[config.mk]
export PLATFORM = sky130hd
export DESIGN_NAME = pipo_write_arbiter
export DESIGN_NICKNAME = d
export VERILOG_FILES = /design/src/rtl/pipo_write_arbiter.sv
export SDC_FILE = /design/constraint.sdc
export NUM_CORES = 1
export LEC_CHECK = 0
export ABC_CLOCK_PERIOD_IN_PS = 4370
export BUFFER_PORTS_ARGS = -buffer_cell sky130_fd_sc_hd__buf_2
export CORE_MARGIN = 4
export CORE_UTILIZATION = 30
export DETAILED_ROUTE_END_ITERATION = 8
export PLACE_DENSITY_LB_ADDON = 0.12
export SYNTH_ARGS = -nofsm -noshare
export SYNTH_HDL_FRONTEND = slang
export SYNTH_SLANG_ARGS = --single-unit
[constraint.sdc]
create_clock -name clk -period 4.37 [get_ports clk]
set_input_delay 0.874 -clock clk [delete_from_list [all_inputs] [get_ports clk]]
set_output_delay 0.874 -clock clk [all_outputs]
set_load 0.1 [all_outputs]
[src/rtl/pipo_write_arbiter.sv]
// -----------------------------------------------------------------------------
// pipo_write_arbiter
//
// Round-robin arbiter and write sequencer for a shared parallel-in/parallel-out
// register. NREQ requesters each present a request and a data word. The block
// grants one requester at a time and loads that requester's word into the
// internal register. It also reports the register contents, the last writer
// and a "written at least once" flag.
//
// Parameters
//   NREQ      number of requesters (>= 2)
//   WIDTH     register / data word width in bits
//   LOCK_MAX  max consecutive locked writes (used only with the lock option)
//
// Ports
//   clk      in   rising-edge clock
//   rst      in   asynchronous reset, active-low
//   req      in   [NREQ]        request, bit i = requester i
//   lock     in   [NREQ]        hold-grant request (only with PIPO_ARB_LOCK_EN)
//   wdata    in   [NREQ*WIDTH]  requester i's word at [i*WIDTH +: WIDTH]
//   gnt      out  [NREQ]        one-hot grant, all-zero when idle
//   q        out  [WIDTH]       register contents
//   q_valid  out                register written at least once since reset
//   owner    out  [clog2(NREQ)] index of the last successful writer
//   busy     out                high while the FSM is in GRANT
//
// Configuration macro
//   PIPO_ARB_LOCK_EN  adds the lock port. A locked winner keeps the grant and
//                     writes fresh data every cycle, up to LOCK_MAX writes.
//                     When the macro is undefined, every grant is a
//                     single-cycle write.
//
// Timing
//   A request seen at edge k is granted during cycle k..k+1, and the register
//   is written at edge k+1. The IDLE cycle between grants is the arbitration
//   slot, so at most one unlocked write happens every two cycles.
// -----------------------------------------------------------------------------
module pipo_write_arbiter #(
    parameter int NREQ     = 4,
    parameter int WIDTH    = 4,
    parameter int LOCK_MAX = 3
) (
    input  logic                          clk,
    input  logic                          rst,
    input  logic [NREQ-1:0]               req,
`ifdef PIPO_ARB_LOCK_EN
    input  logic [NREQ-1:0]               lock,
`endif
    input  logic [NREQ*WIDTH-1:0]         wdata,
    output logic [NREQ-1:0]               gnt,
    output logic [WIDTH-1:0]              q,
    output logic                          q_valid,
    output logic [$clog2(NREQ)-1:0]       owner,
    output logic                          busy
);

    localparam int IW = $clog2(NREQ);

    if (NREQ < 2 || LOCK_MAX < 1) begin : g_bad_params
        $error("pipo_write_arbiter: NREQ must be >= 2 and LOCK_MAX >= 1");
    end

    typedef enum logic {
        IDLE  = 1'b0,
        GRANT = 1'b1
    } state_t;

    state_t          state, state_next;
    logic [IW-1:0]   ptr;       // highest-priority requester for the next arbitration
    logic [IW-1:0]   winner;    // requester holding the current grant
    logic [IW-1:0]   pick;      // combinational arbitration result
    logic            found;     // at least one request present
    logic            write_ok;  // the winner still requests at the closing edge
    logic            lock_go;   // stay in GRANT for another locked write
    logic            prior_writes; // earlier writes happened during this grant
    logic [IW-1:0]   winner_inc;

`ifdef PIPO_ARB_LOCK_EN
    localparam int CW = $clog2(LOCK_MAX + 1);
    logic [CW-1:0]   lock_cnt;  // writes completed so far in this locked grant
`endif

    // Round-robin search: the first set request bit starting at ptr, moving
    // upward and wrapping from NREQ-1 to 0.
    always_comb begin
        // NOTE: every variable written in always_comb gets a default first, so
        // no path leaves it unassigned and no latch is inferred.
        pick  = ptr;
        found = 1'b0;
        for (int i = 0; i < NREQ; i++) begin
            int idx;
            idx = int'(ptr) + i;
            if (idx >= NREQ) begin
                idx = idx - NREQ;
            end
            if (!found && req[idx]) begin
                pick  = IW'(idx);
                found = 1'b1;
            end
        end
    end

    assign write_ok   = req[winner];
    assign winner_inc = (winner == IW'(NREQ - 1)) ? '0 : winner + 1'b1;

`ifdef PIPO_ARB_LOCK_EN
    always_comb begin
        lock_go      = lock[winner] && write_ok && (lock_cnt != CW'(LOCK_MAX - 1));
        prior_writes = (lock_cnt != '0);
    end
`else
    always_comb begin
        lock_go      = 1'b0;
        prior_writes = 1'b0;
    end
`endif

    // ---------------------------------------------------------------- FSM
    // NOTE: sequential state uses non-blocking assignments only, so every
    // register samples the values from before the edge.
    always_ff @(posedge clk or negedge rst) begin
        if (!rst) begin
            state <= IDLE;
        end else begin
            state <= state_next;
        end
    end

    always_comb begin
        state_next = state;
        case (state)
            IDLE:    state_next = found ? GRANT : IDLE;
            GRANT:   state_next = lock_go ? GRANT : IDLE;
            default: state_next = IDLE;
        endcase
    end

    // gnt and busy are decoded from registered state only, so there is no
    // combinational path from req to gnt.
    always_comb begin
        gnt  = '0;
        busy = 1'b0;
        if (state == GRANT) begin
            gnt[winner] = 1'b1;
            busy        = 1'b1;
        end
    end

    // ----------------------------------------------------------- datapath
    always_ff @(posedge clk or negedge rst) begin
        if (!rst) begin
            ptr      <= '0;
            winner   <= '0;
            q        <= '0;
            q_valid  <= 1'b0;
            owner    <= '0;
`ifdef PIPO_ARB_LOCK_EN
            lock_cnt <= '0;
`endif
        end else begin
            case (state)
                IDLE: begin
                    if (found) begin
                        winner <= pick;
                    end
`ifdef PIPO_ARB_LOCK_EN
                    lock_cnt <= '0;
`endif
                end
                GRANT: begin
                    // A withdrawn request skips the write. ptr moves on only
                    // when this grant produced at least one write.
                    if (write_ok) begin
                        q       <= wdata[int'(winner)*WIDTH +: WIDTH];
                        owner   <= winner;
                        q_valid <= 1'b1;
                    end
                    if (!lock_go && (write_ok || prior_writes)) begin
                        ptr <= winner_inc;
                    end
`ifdef PIPO_ARB_LOCK_EN
                    if (lock_go) begin
                        lock_cnt <= lock_cnt + 1'b1;
                    end
`endif
                end
                default: ;
            endcase
        end
    end

endmodule

# ---- After elaboration in Yosys (flattened, before gate mapping)
# Index checks and enable logic that the tools add are counted.
dict set report totals {
  inputBits 22
  regBits 12
  word_cells 69
  output_inout_bits 12
}
dict set report classes {
  n_addsub 8
  reduce_logical 9
  n_mux 33
  n_bitwise 1
  n_shift 1
  n_eq_ne 1
  n_lt_le_gt_ge 10
}
# cell n
set ops {}
lappend ops {{$lt A32 B4 Y1 const B} 4}
lappend ops {{$mux W32} 4}
lappend ops {{$mux W1} 16}
lappend ops {{$shiftx A16 B5 Y4} 1}
lappend ops {{$sub A3 B3 Y4 const B} 3}
lappend ops {{$bmux W1 S2} 5}
lappend ops {{$mux W2} 5}
lappend ops {{$ge A3 B3 Y1 const B} 3}
lappend ops {{$add A2 B2 Y3 const B} 2}
lappend ops {{$logic_and A1 B1 Y1} 4}
lappend ops {{$mux W4} 1}
lappend ops {{$reduce_and A2 Y1} 2}
lappend ops {{$sub A2 B3 Y4 const B} 1}
lappend ops {{$add A2 B1 Y3 const B} 1}
lappend ops {{$ge A2 B3 Y1 const B} 1}
lappend ops {{$logic_not A1 Y1} 3}
lappend ops {{$lt A2 B3 Y1 const B} 1}
lappend ops {{$add A2 B1 Y2 const B} 1}
lappend ops {{$demux W1 S2} 1}
lappend ops {{$eq A2 B2 Y1 const B} 1}
lappend ops {{$ge A2 B1 Y1 const B} 1}
lappend ops {{$pmux W1 S2} 1}
lappend ops {{$not A1 Y1} 1}

# ---- Longest topological paths before layout
# Gate-level depths: netlist of the first run.
dict set report logic_depth {
  word_depth 17
  ltp_mapped 5
  depth_no_buf 4
}

# ---- Worst setup path before layout of the first run
# Ideal clock, no wire load.
dict set report synth_timing {
  path_type {flip-flop to output port}
  start {register state}
  end {output gnt[1]}
  path_buffers 0
  path_stages_with_launch 2
  t_required_ns 3.496
  arrival_ns 1.867
  path_slack_ns 1.629
  cell_sequence {dfrtp_1 -> and2_1}
}
dict set report synth_via {
  elab_chain_len 1
}
# item line_no
set synth_lines {}
lappend synth_lines {{start: declaration} 68} ;# state_t state, state_next;
lappend synth_lines {{start signal: assignment} 125} ;# state <= state_next;
lappend synth_lines {{$mux W4} 143} ;# if (state == GRANT) begin
lappend synth_lines {{end: declaration} 50} ;# output logic [NREQ-1:0] gnt,
# No other way between the ends.

# ---- Final worst setup path of the first run
dict set report layout_timing {
  start {register winner[0]}
  end {output gnt[2]}
}
dict set report layout_via {
  elab_chain_len 5
  elab_cells_between_ends 6
  classes_between {2 x order compare; 3 x mux; 1 x reduce/logical}
}
# item line_no
set layout_lines {}
lappend layout_lines {{start: declaration} 70} ;# logic [IW-1:0] winner;
lappend layout_lines {{start signal: assignment} 164} ;# winner <= pick;
lappend layout_lines {{$lt A2 B3 Y1 (implied by the code) / $ge A2 B1 Y1 (equally long branches)} 144} ;# gnt[winner] = 1'b1;
lappend layout_lines {{$logic_and A1 B1 Y1 (implied by the code)} 144}
lappend layout_lines {{$mux W1 (implied by the code)} 144}
lappend layout_lines {{$demux W1 S2 *} 144}
lappend layout_lines {{$mux W4 *} 143}
# Every way passes the cells marked *; elsewhere a longest branch is shown, timed or not.

==> results.toml, run 1 <==
[outcome]
status = "finished, final reports clean"

[grt]
track_usage_pct = 10.9
grt-ovfl-total = 0
grt_pass1_wl_um = 2840
grt_max_degree = 13
grt_pass1_vias = 611
antenna_found_initial = 0

[sta]
tightest_slew_ps = 492
rsz0062_at_grt = "false"
setup_viol_count_final = 0
fin_crit_ps = 2540
max_clock_freq_mhz = 394
hold_viol = 0
max_slew_margin_pct = 67.4
drv_slew = 0
period_share_pct = 58.1
finClkSkew_ps = 0.388
setup_tns_ps = 0

[clocking]
cts.sinks = 12
cts_resized = 0
cts_root_buffer = "clkbuf_4"
htree_levels = 1
clk_pin_slew_ps = 80
numCtsBuffers = 3
clk_latency_ps = 270
cts_tree = "done"
cts_setup_buffers = 0
ctsHoldBuffers = 0
ctsLongestPathBuffers = 2

[die]
core_mm2 = 0.00254
die_w_um = 60.3
initial_core_util_pct = 32.2
die_area_mm2 = 0.00363
num_rows = 18
dieHeight_um = 60.3
io_pins = 34

[placement]
gp_congestion = 0.803
io_buffer_count = 33
dp_hpwl_um = 1440

[drt]
post_drt_wl_per_cell_um = 14.0
wl_um = 1820
drt_first_pass_iters = 4
ant_nets = 0
drtIter0Drc = 8
vias_per_cell = 4.68
vias = 609
drc = 0

[critical_path]
critical_path_class = "reg2out"
crit_arrival_ps = 1670
worstPathMaxFanout = 9
worstSetupEndpointType = "output pin"
required_ps = 3500
start_kind = "flip-flop"

[synthesis]
ys_warn_count = 0
netlist_area_um2 = 820
ys_ff_latch = 12
yosysSeqAreaShare_pct = 36.6
synth_cells = 65
ys_types = 21
postSynthAreaPerCell_um2 = 12.6
syn_nets = 91

[layout]
area_growth_pct = 26.4
utilization_pct = 40.7
drive_above_1_share_pct = 50.0
layout.nets = 127
num_antenna_cells = 0

[job]
max_cap_violations = 0

[min_path]
hp-class = "reg2reg"
==> cells in the final DEF (no fill, tap or decap) <==
| cell type | synthesis | layout |
|---|---|---|
| clkbuf_8 | 0 | 1 |
| dfrtp_1 | 12 | 12 |
| o2bb2ai_1 | 1 | 1 |
| and2_1 | 4 | 4 |
| a21oi_1 | 3 | 3 |
| or2_1 | 1 | 1 |
| nor2b_1 | 2 | 2 |
| o21ai_0 | 2 | 2 |
| buf_2 | 0 | 33 |
| mux4_1 | 4 | 4 |
| nand3_2 | 2 | 2 |
| o41ai_2 | 1 | 1 |
| ha_1 | 4 | 4 |
| clkbuf_4 | 0 | 3 |
| a221oi_1 | 1 | 1 |
| o22ai_1 | 2 | 2 |
| nand2_4 | 1 | 1 |
| mux2_4 | 9 | 9 |
| nand2_1 | 3 | 3 |
| nor2_1 | 1 | 1 |
| inv_1 | 8 | 8 |
| a22oi_1 | 1 | 1 |
| o21bai_1 | 1 | 1 |
==> critical path, stage by stage (launching register included) <==
cell and delay, ps:
dfrtp_1 510, inv_1 190, ha_1 160, and2_1 120
buf_2 420
==> per-layer routing <==
layer	track usage, %	vias up	share of wire, %
met2	17.0	21	47
met5	0	-	0
met4	1.90	0	0
met1	14.2	285	43
li1	-	303	-
met3	4.75	0	9.1
==> cells in the mapped netlist <==
library cell | number | share of area (%)
ha_1 | 4 | 6.1
buf_6 | 2 | 2.7
dfrtp_1 | 12 | 37
nand3_2 | 2 | 2.4
o2bb2ai_1 | 1 | 1.1
o41ai_2 | 1 | 2.0
a221oi_1 | 1 | 1.1
nor2b_1 | 2 | 1.5
a22oi_1 | 1 | 0.92
o21bai_1 | 1 | 0.92
mux4_1 | 4 | 13
a21oi_1 | 3 | 1.8
nor2_1 | 1 | 0.46
inv_1 | 8 | 3.7
nand2_4 | 1 | 1.4
mux2_4 | 9 | 16
or2_1 | 1 | 0.76
and2_1 | 4 | 3.1
nand2_1 | 3 | 1.4
o22ai_1 | 2 | 1.5
o21ai_0 | 2 | 1.2
==> metrics by stage <==
| step | worst slack, ps | hold WS [ps] | std cells | instance area [µm²] |
|---|---|---|---|---|
| final | 1830 | 462 | 130 | 1040 |
| after global routing | 1690 | 478 | 130 | 1040 |
| after CTS | 1810 | 467 | 130 | 1040 |
| after detailed placement | 2110 | 446 | 126 | 1000 |
| after global placement | 2130 | 443 | 126 | 1000 |
| after floorplan | 1630 | 529 | 65 | 820 |
==> worst paths after layout <==
check                      depth (start not counted)       from  slack [ps]      end
setup reg to reg                                   4  winner[1]        2770   ptr[0]
hold / removal                                     1    q_valid         460  q_valid
max in group asynchronous                          1        rst        3680   ptr[0]
min in group asynchronous                          1        rst         470     q[2]
hold reg to reg                                    1    q_valid         460  q_valid
setup / recovery                                   4  winner[0]        1830   gnt[2]
==> flip-flops by register name, indices dropped and copies added (netlist names) <==
signal   flops
owner        2
state        1
q_valid      1
winner       2
ptr          2
q            4
==> final cells by class <==
cell class	instances	area, µm²
Fill cell	277	1510
Timing Repair Buffer	33	165
Clock buffer	4	36.3
Sequential cell	12	300
Multi-Input combinational cell	43	467
Inverter	8	30.0
Tap cell	30	37.5
==> cells by family (layout without fill, tap and decap cells) <==
logic type	after synthesis	in the layout	synth area share [%]
buf+inv	10	45	6.41
flops	12	12	36.6
mux	13	13	29.3
compound gates	12	12	10.5
simple gates	14	14	11.0
fa+ha+maj	4	4	6.11
Power of run 1 is left out: the tool's default activity adds up to more than one toggle a clock period on the data nets, which glitch-free logic cannot reach.
==> inputs of run 2 (changes only) <==
- ABC_AREA: not set -> 1
- ABC_CLOCK_PERIOD_IN_PS: 4370 -> 2300
- clock period: 4.37 -> 2.3 ns (I/O delays scaled with it)
==> run 2 against run 1 <==
  * Synthesized area is 20% higher
  * Flip-flop and latch count stayed put
  * Die area is 17% higher
  * Core utilization is 1.2 points lower
  * First-iteration DRC count is 88% higher
  * Register-to-register slack worse by 2200 ps
  * Non-clock buffer count stayed put
  * Via count is 56% higher
  * Critical path depth is 1 higher
  * Clock skew is 1.2 ps higher
==> results.toml, run 2 <==
[synthesis]
synth_top_area_share_pct = 30.6
synth_compound_area_share_pct = 16.1
async_flop_share_pct = 100
yosys.area_share.simple_pct = 37.6
synth_mux_area_share_pct = 0
synthXorXnorAreaFrac_pct = 0
netlist_area_um2 = 981
ys.flop_type = "dfrtp_1"
ys_ff_latch = 12
synth_edf_count = 0
yosysMostFrequentCell = "nand2_1"
postSynthAreaPerCell_um2 = 7.16
syn_nets = 163
yosysTopAreaCell = "dfrtp_1"
synth_top_family_by_area = "simple AND/OR/NAND/NOR gates"
synthTopCellsByCount = "nand2_1, nor2_1, dfrtp_1"
synth_area_leaders = "dfrtp_1, nand2_1, nor2_1, ha_1, o21ai_0"
ys_types = 28
ys_warn_count = 0
yosysSeqAreaShare_pct = 30.6
synth_fa_ha_area_share_pct = 5.10
synth_cells = 137

[clocking]
clk_latency_ps = 270
cts.sinks = 12
numCtsBuffers = 3
cts_tree = "done"
ctsHoldBuffers = 0
cts_setup_buffers = 0
clk_pin_slew_ps = 80
htree_levels = 1
cts_root_buffer = "clkbuf_4"
ctsLongestPathBuffers = 2

[layout]
top_register = "q"
layout_common_cells = "nand2_1, buf_2, nor2_1, dfrtp_1, o21ai_0"
layout.nets = 197
drive_above_1_share_pct = 37.1
largest_reg_flops = 4
num_antenna_cells = 0
area_growth_pct = 25.0
fill_cells = 361
mostFrequentLayoutCell = "nand2_1"
utilization_pct = 39.5

[drt]
ant_nets = 0
vias = 949
drt_first_pass_iters = 4
drc = 0
drtIter0Drc = 15
post_drt_wl_per_cell_um = 10.7
wl_um = 2300
vias_per_cell = 4.43

[grt]
track_usage_pct = 12.3
grt_max_degree = 15
grt_pass1_wl_um = 4170
grt_pass1_vias = 938
antenna_found_initial = 0
grt-ovfl-total = 0

[sta]
setup_viol_count_final = 0
drv_slew = 0
setup_tns_ps = 0
rsz0062_at_grt = "false"
hold_viol = 0
tightest_slew_ps = 492
finClkSkew_ps = 1.56
fin_crit_ps = 2110
max_clock_freq_mhz = 475
max_slew_margin_pct = 67.4
period_share_pct = 91.6

[die]
die_area_mm2 = 0.00425
io_pins = 34
num_rows = 20
initial_core_util_pct = 31.6
die_w_um = 65.2
dieHeight_um = 65.2
core_mm2 = 0.00310

[critical_path]
cp_slowest_stage_delay_ps = 500
worstSetupEndpointType = "output pin"
start_kind = "flip-flop"
crit_arrival_ps = 1650
slowest_stage = "dfrtp_1"
worstPathMaxFanout = 9
critical_path_class = "reg2out"
required_ps = 1840
path_cells = "inv_2 -> ha_1 -> nand2_1 -> inv_1 -> buf_2"

[placement]
io_buffer_count = 33
gp_congestion = 0.784
dp_hpwl_um = 1870

[outcome]
status = "finished, final reports clean"

[min_path]
hp-class = "in2async"

[job]
max_cap_violations = 0
-- run 2: path summary, 6_finish.rpt --
path	cells past startpoint	slack (ps)	startpoint	to
max in group asynchronous	1	2000	rst	winner[0]
max	5	190	winner[1]	gnt[1]
min reg2reg	1	470	q_valid	q_valid
max reg2reg	13	600	ptr[0]	winner[0]
min	1	60	rst	winner[1]
min in group clk	1	470	q_valid	q_valid
-- run 2: cells by family after synthesis --
kind of cell | count (synthesis)
simple gates | 82
buf+inv | 17
fa+ha+maj | 4
compound gates | 22
flops | 12
-- run 2: final cells by class --
type / count / area, µm² / area share, %
Clock buffer: 4 / 36.3 / 2.96
Inverter: 13 / 61.3 / 5.00
Multi-Input combinational cell: 108 / 577 / 47.0
Sequential cell: 12 / 302 / 24.6
Tap cell: 44 / 55.1 / 4.49
Timing Repair Buffer: 33 / 195 / 15.9
-- run 2: per-stage QoR --
step	hold slack, ps	cells	setup slack (ps)	instance area, µm²
finish	61.6	214	194	1230
global route	73.7	214	64.5	1230
CTS	65.6	214	124	1220
detailed placement	365	210	426	1190
global placement	356	210	464	1190
floorplan	164	137	78.6	981
-- run 2: what timing repair did --
| item | 4_1_cts | 5_1_grt |
|---|---|---|
| endpoints found under the setup margin | 0 | 2 |
| endpoints found under the hold margin | 0 | 0 |
| gates resized for setup | 0 | 1 |
-- run 2: critical path: cells and delay by family, from the launching register on --
kind	cells	cell delay [ps]
fa+ha+maj	1	170
buf+inv	3	660
flops	1	500
simple gates	1	50
-- run 2: per-layer routing --
metal,track usage (%),part of all wire (%)
met5,0,0
met4,4.66,0
met3,1.54,5.0
met2,21.4,50
met1,15.3,45
Power of run 2 is left out for the same reason.
